--- src/rtl/sum_threshold_unit.sv ---
// sum_threshold_unit: gathers one psum per PE slot, integrates into the neuron membrane, fires and emits a spike packet.
module sum_threshold_unit #(
  parameter int WIDTH = 35,
  parameter logic [3:0] ST_ADDR = 4'b0011,
  parameter logic [3:0] DEST_ADDR = 4'b1111,
  parameter logic [3:0] PE_BASE = 4'b0111,
  parameter int NUM_PE = 5,
  parameter int NUM_NEURON = 28,
  parameter int NUM_TSTEP = 2,
  parameter int THRESH = 64,
  parameter int MEM_W = 12
) (
  input  logic             clk,
  input  logic             rst,
  input  logic             in_valid,
  output logic             in_ready,
  input  logic [WIDTH-1:0] in_data,
  output logic             out_valid,
  input  logic             out_ready,
  output logic [WIDTH-1:0] out_data,
  output logic             err_pkt,
  output logic             done
);
  localparam int IW = NUM_NEURON > 1 ? $clog2(NUM_NEURON) : 1;
  localparam int TW = NUM_TSTEP > 1 ? $clog2(NUM_TSTEP) : 1;
  localparam logic [1:0] COLLECT = 2'd0;
  localparam logic [1:0] UPDATE = 2'd1;
  localparam logic [1:0] SEND = 2'd2;
  logic [1:0] state;
  logic [NUM_PE-1:0] got, slot_mask;
  logic [10:0] sum;
  logic [IW-1:0] idx;
  logic [TW-1:0] tstep;
  logic [MEM_W-1:0] mem [NUM_NEURON];
  logic [3:0] slot;
  logic slot_ok, accept, good, spike, last_idx, last_ts;
  logic [MEM_W:0] p_raw;
  logic [MEM_W-1:0] p, p_next;
  logic unused_bits;
  assign unused_bits = ^in_data[26:8];
  // Out-of-range slots shift the single set bit off the top, so the mask is zero for bad sources.
  assign slot = in_data[34:31] - PE_BASE;
  assign slot_mask = NUM_PE'(1) << slot;
  assign slot_ok = |slot_mask;
  assign in_ready = !rst && state == COLLECT && !(|(got & slot_mask));
  assign accept = in_valid && in_ready;
  assign good = slot_ok && in_data[30:27] == ST_ADDR;
  assign p_raw = (MEM_W+1)'(mem[idx]) + (MEM_W+1)'(sum);
  assign p = p_raw[MEM_W] ? '1 : p_raw[MEM_W-1:0];
  assign spike = p >= MEM_W'(THRESH);
  assign p_next = spike ? p - MEM_W'(THRESH) : p;
  assign last_idx = idx == IW'(NUM_NEURON - 1);
  assign last_ts = tstep == TW'(NUM_TSTEP - 1);
  always_ff @(posedge clk or posedge rst) begin
    if (rst) begin
      state <= COLLECT;
      got <= '0;
      sum <= '0;
      idx <= '0;
      tstep <= '0;
      out_valid <= 1'b0;
      out_data <= '0;
      err_pkt <= 1'b0;
      done <= 1'b0;
      for (int i = 0; i < NUM_NEURON; i++) mem[i] <= '0;
    end else begin
      err_pkt <= accept && !good;
      done <= 1'b0;
      if (state == COLLECT) begin
        if (accept && good) begin
          sum <= sum + 11'(in_data[7:0]);
          got <= got | slot_mask;
          if ((got | slot_mask) == '1) state <= UPDATE;
        end
      end else if (state == UPDATE) begin
        mem[idx] <= p_next;
        out_data <= {ST_ADDR, DEST_ADDR, 3'b010, 8'(tstep), 10'(idx), 5'd0, spike};
        sum <= '0;
        got <= '0;
        state <= SEND;
      end else if (!out_valid) begin
        out_valid <= 1'b1;
      end else if (out_ready) begin
        out_valid <= 1'b0;
        state <= COLLECT;
        idx <= last_idx ? '0 : idx + 1'b1;
        if (last_idx) tstep <= last_ts ? '0 : tstep + 1'b1;
        if (last_idx && last_ts) begin
          done <= 1'b1;
          for (int i = 0; i < NUM_NEURON; i++) mem[i] <= '0;
        end
      end
    end
  end
endmodule

--- config.mk ---
export PLATFORM = sky130hd
export DESIGN_NAME = sum_threshold_unit
export DESIGN_NICKNAME = d
export VERILOG_FILES = /design/src/rtl/sum_threshold_unit.sv
export SDC_FILE = /design/constraint.sdc
export NUM_CORES = 1
export LEC_CHECK = 0
export ABC_CLOCK_PERIOD_IN_PS = 32800
export CORE_ASPECT_RATIO = 1.2
export CORE_UTILIZATION = 60
export CTS_CLUSTER_SIZE = 20
export DETAILED_ROUTE_END_ITERATION = 8
export PLACE_DENSITY = 0.79
export SETUP_SLACK_MARGIN = 0.1
export SLEW_MARGIN = 20
export SYNTH_ARGS = -nofsm -noshare
export SYNTH_HDL_FRONTEND = slang
export SYNTH_SLANG_ARGS = --single-unit
--- constraint.sdc ---
create_clock -name clk -period 32.8 [get_ports clk]
set_clock_uncertainty 0.1 [all_clocks]
set_input_delay 4.92 -clock clk [delete_from_list [all_inputs] [get_ports clk]]
set_output_delay 4.92 -clock clk [all_outputs]
set_load 0.005 [all_outputs]
* Word level (Yosys, flattened, before mapping)
Cells that the tools add are included.
Word-level totals: ROM bits 0, bits in writable memories 0, latch bits 0, logic and storage cells 118, bits of input ports 39, memories 0, flip-flop bits (word level) 371, output and inout bits 39
Cells by class: reductions and logical operators 27, div/mod/pow operators 0, $lt $le $gt $ge 3, $add $sub $neg 6, shifts and indexed selects 1, bitwise operators 5, equality and inequality tests 6, muxes and demuxes 33, multiply operators 0
Operators by type and width (number):
- $mux 336 | 4
- $bwmux 336 | 1
- $bmux 12 s5 | 1
- $demux 12 s5 | 1
- $mux 12 | 5
- $mux 11 | 3
- $mux 5 | 4
- $add 12x11->13 | 1
- $ge 12x7->1 const B | 1
- $mux 2 | 6
- $reduce_and 4->1 | 3
- $sub 12x7->12 const B | 1
- $add 11x8->11 | 1
- $eq 5x5->1 const B | 2
- $reduce_or 5->1 | 2
- $logic_and 1x1->1 | 8
- $mux 1 | 8
- $reduce_bool 2->1 | 4
- $ge 6x6->1 const B | 1
- $lt 6x1->1 const B | 1
- $not 5->6 | 1
- $reduce_and 2->1 | 3
- $reduce_bool 3->1 | 2
- $add 5x1->5 const B | 1
- other kinds (12) | 16

* Longest topological paths before layout
word-level depth 10, gate-level depth with buffers 26, gate-level depth less buffers 20

* Worst setup path after synthesis
OpenSTA, ideal clock, no wires.
path kind in2out, start point in in_data[31], end point out in_ready, arrival 5624 ps, stages 3, slack 22156 ps, buffers on the path 0, required time 27780 ps, cells stage by stage mux4_2 > nand2_1 > and3_1
Between the ends: cells in the longest elaborated chain, start to end 6
Ends and longest elaborated chain:
- start: declaration | line 17 | input logic [WIDTH-1:0] in_data,
- $sub 4x3->4 | line 42 | assign slot = in_data[34:31] - PE_BASE;
- $shl 1x4->5 | line 43 | assign slot_mask = NUM_PE'(1) << slot;
- $and 5x5->5 | line 45 | assign in_ready = !rst && state == COLLECT && !(|(got & slot_mask));
- $reduce_or 5->1 | line 45
- $logic_not 1->1 | line 45
- $logic_and 1x1->1 | line 45
- end: declaration | line 16 | output logic in_ready,
No other way between the ends.

* Final worst setup path
Same ends and word-level chain as after synthesis.

==> impl_metrics.json <==
{
  "status": "finished clean",
  "yosys_most_used_dff": "dfrtp_1",
  "clock_latency_ns": 0.54,
  "cts_setup_buffers": 0,
  "min_period_ns": 11.88,
  "nNetsFinal": 1751,
  "required_ns": 27.78,
  "hpwl_um": 27000,
  "grt_pass1_vias": 13603,
  "die_height_um": 194,
  "drive_above_1_share_pct": 11.8,
  "gr-total-overflow": 0,
  "total_power_mw": 1.65,
  "synth_largest_area_cell": "dfrtp_1",
  "grt_pass1_wl_um": 72600,
  "clockBufferDepth": 3,
  "switchingPower_mw": 0.752,
  "leakagePower_nw": 8.77,
  "antenna_found_initial": 0,
  "async_flop_share_pct": 100,
  "clock_sinks": 371,
  "worst_slew_pin_slew_ns": 1.11,
  "vias_per_cell": 6.49,
  "syn_area_um2": 18500,
  "peakVddDrop_mv": 0.340,
  "drc": 0,
  "antenna_cells": 0,
  "finalWirelength_um": 44900,
  "p_comb_share_pct": 45.3,
  "path_max_fanout": 6,
  "hold_viol": 0,
  "ctsResizeCount": 0,
  "synth_common_cells": "dfrtp_1, nand3_1, o21ai_0",
  "cpMostUsedCell": "clkdlybuf4s50_1",
  "port_buffers": 37,
  "worstHoldPathType": "reg2reg",
  "gp_congestion": 0.938,
  "fin_tns_setup_ns": 0,
  "grt_max_degree": 237,
  "multi_input_area_um2": 8260,
  "grt_usage_pct": 29.4,
  "synth_area_per_cell_um2": 10.5,
  "fillers": 2269,
  "rows": 70,
  "die_w_um": 162,
  "firstDrtPassIters": 6,
  "synth_top_area_share_pct": 50.1,
  "swShare_pct": 45.6,
  "cts_tree": "yes",
  "synthTopCellsByArea": "dfrtp_1, mux4_2, nand3_1",
  "wl_per_cell_um": 21.3,
  "h-tree-depth": 2,
  "synth_most_common_cell": "dfrtp_1",
  "slew_viol_final": 0,
  "clock_power_share_pct": 24.4,
  "cts_root_buf": "clkbuf_16",
  "ys.warnings.count": 0,
  "slew_headroom_pct": 25.6,
  "pre_cts_slack_ns": 20.95,
  "initial_core_util_pct": 60.9,
  "clk_pin_slew_ns": 0.06,
  "critPathLaunchType": "primary input",
  "period_share_pct": 36.2,
  "cts_hold_buf": 0,
  "cts_buffers": 37,
  "power.density_nw_per_um2": 83.1,
  "vias": 13662,
  "critPathSlowestCell": "clkdlybuf4s50_1",
  "finalSetupViolations": 0,
  "cp-end-kind": "primary output",
  "crit_arrival_ns": 6.86,
  "rsz0062_at_grt": "no",
  "drv_cap": 0,
  "intPower_mw": 0.897,
  "netlist_instances": 1772,
  "whs_ns": 0.396,
  "final_antenna_net_count": 0,
  "synth.distinct_cells": 75,
  "cp_cell_sequence": "clkdlybuf4s50_1 > mux4_2 > nand2_1 > and3_1 > clkdlybuf4s50_1",
  "critPathKind": "in2out",
  "synth_edf_count": 0,
  "seqPwrFrac_pct": 30.3,
  "die_area_um2": 31600,
  "utilization_pct": 65.3,
  "register_area_um2": 9290,
  "drt_iter0_drc": 1381,
  "ys_seq_elements": 371,
  "area_growth_pct": 7.11,
  "fin_ws_ns": 20.92,
  "r2r_slack_ns": 25.42,
  "yosysSeqAreaShare_pct": 50.1,
  "ios": 78,
  "fmax_mhz": 84.2,
  "coreArea_um2": 30400,
  "slowest_delay_ns": 0.60
}
-- cells by family (layout without fill, tap and decap cells) --
kind of cell,count (synthesis),count (layout),share of synthesized area [%]
and+or+nand+nor,510,510,13.3
AOI/OAI and AO/OA,472,472,14.7
DFF,371,371,50.1
buffers and inverters,240,156,5.94
muxes,125,125,12.7
adders and majority gates,27,27,1.90
xor gates and xnor gates,26,26,1.31
other,1,21,0.0202
-- flip-flops by register name, summed over array words and instances, names as in the netlist, 2 cells and up --
register and flops:
got 5, mem 336, sum 11, idx 5, state 2, out_data 8
-- through the flow --
stage,std cells,cell area [um2]
after global routing,2104,19800
final,2104,19800
after CTS,2103,19800
after floorplan,1792,18600
after global placement,2041,18700
after detailed placement,2041,18700
-- worst paths after layout --
path / cells after the start / end / startpoint
min reg2reg: 2 / mem[306]$_DFFE_PP0P_ / mem[306]$_DFFE_PP0P_
min: 2 / mem[306]$_DFFE_PP0P_ / mem[306]$_DFFE_PP0P_
max: 5 / in_ready / in_data[31]
max in group asynchronous: 4 / idx[0]$_DFFE_PP0P_ / rst
max reg2reg: 19 / mem[334]$_DFFE_PP0P_ / idx[1]$_DFFE_PP0P_
min in group asynchronous: 2 / out_valid$_DFFE_PP0P_ / rst
-- routing by layer --
metal,GRT usage [%],part of all wire (%)
met5,0,0
met4,13.2,4.3
met3,5.04,7.2
met2,48.2,49
met1,38.4,40
-- cell type report --
cell class / count / area share, %
clock buffers: 53 / 5.39
clock inverters: 9 / 0.277
flip-flops and latches: 371 / 46.8
well taps: 396 / 2.50
repair buffers: 51 / 2.50
inverters: 43 / 0.851
multi-input cells: 1181 / 41.7
-- power groups by stage --
| stage | clock [mW] | sequential [mW] | combinational, mW |
|---|---|---|---|
| after detailed placement | 0 | 0.508 | 0.717 |
| final | 0.402 | 0.500 | 0.747 |
| after floorplan | 0 | 0.484 | 0.568 |
| after global placement | 0 | 0.508 | 0.698 |
| after CTS | 0.406 | 0.500 | 0.722 |
| after global routing | 0.422 | 0.503 | 0.785 |
-- worst max-delay path, delay by kind of cell --
family / cells / cell delay [ns]
simple gates: 2 / 0.27
buf+inv: 2 / 1.12
mux: 1 / 0.54
-- cell usage in the layout, fill, tap and decap left out, types with 28 or more instances in the layout --
cell	n
dfrtp_1	369
nand3_1	314
o21ai_0	276
nand2_1	115
mux4_2	85
o21ai_1	50
a21oi_1	45
inv_1	41
clkbuf_16	39
clkdlybuf4s50_1	37
nor2_1	28
o31ai_1	28
Power figures use the tool's default switching activity.
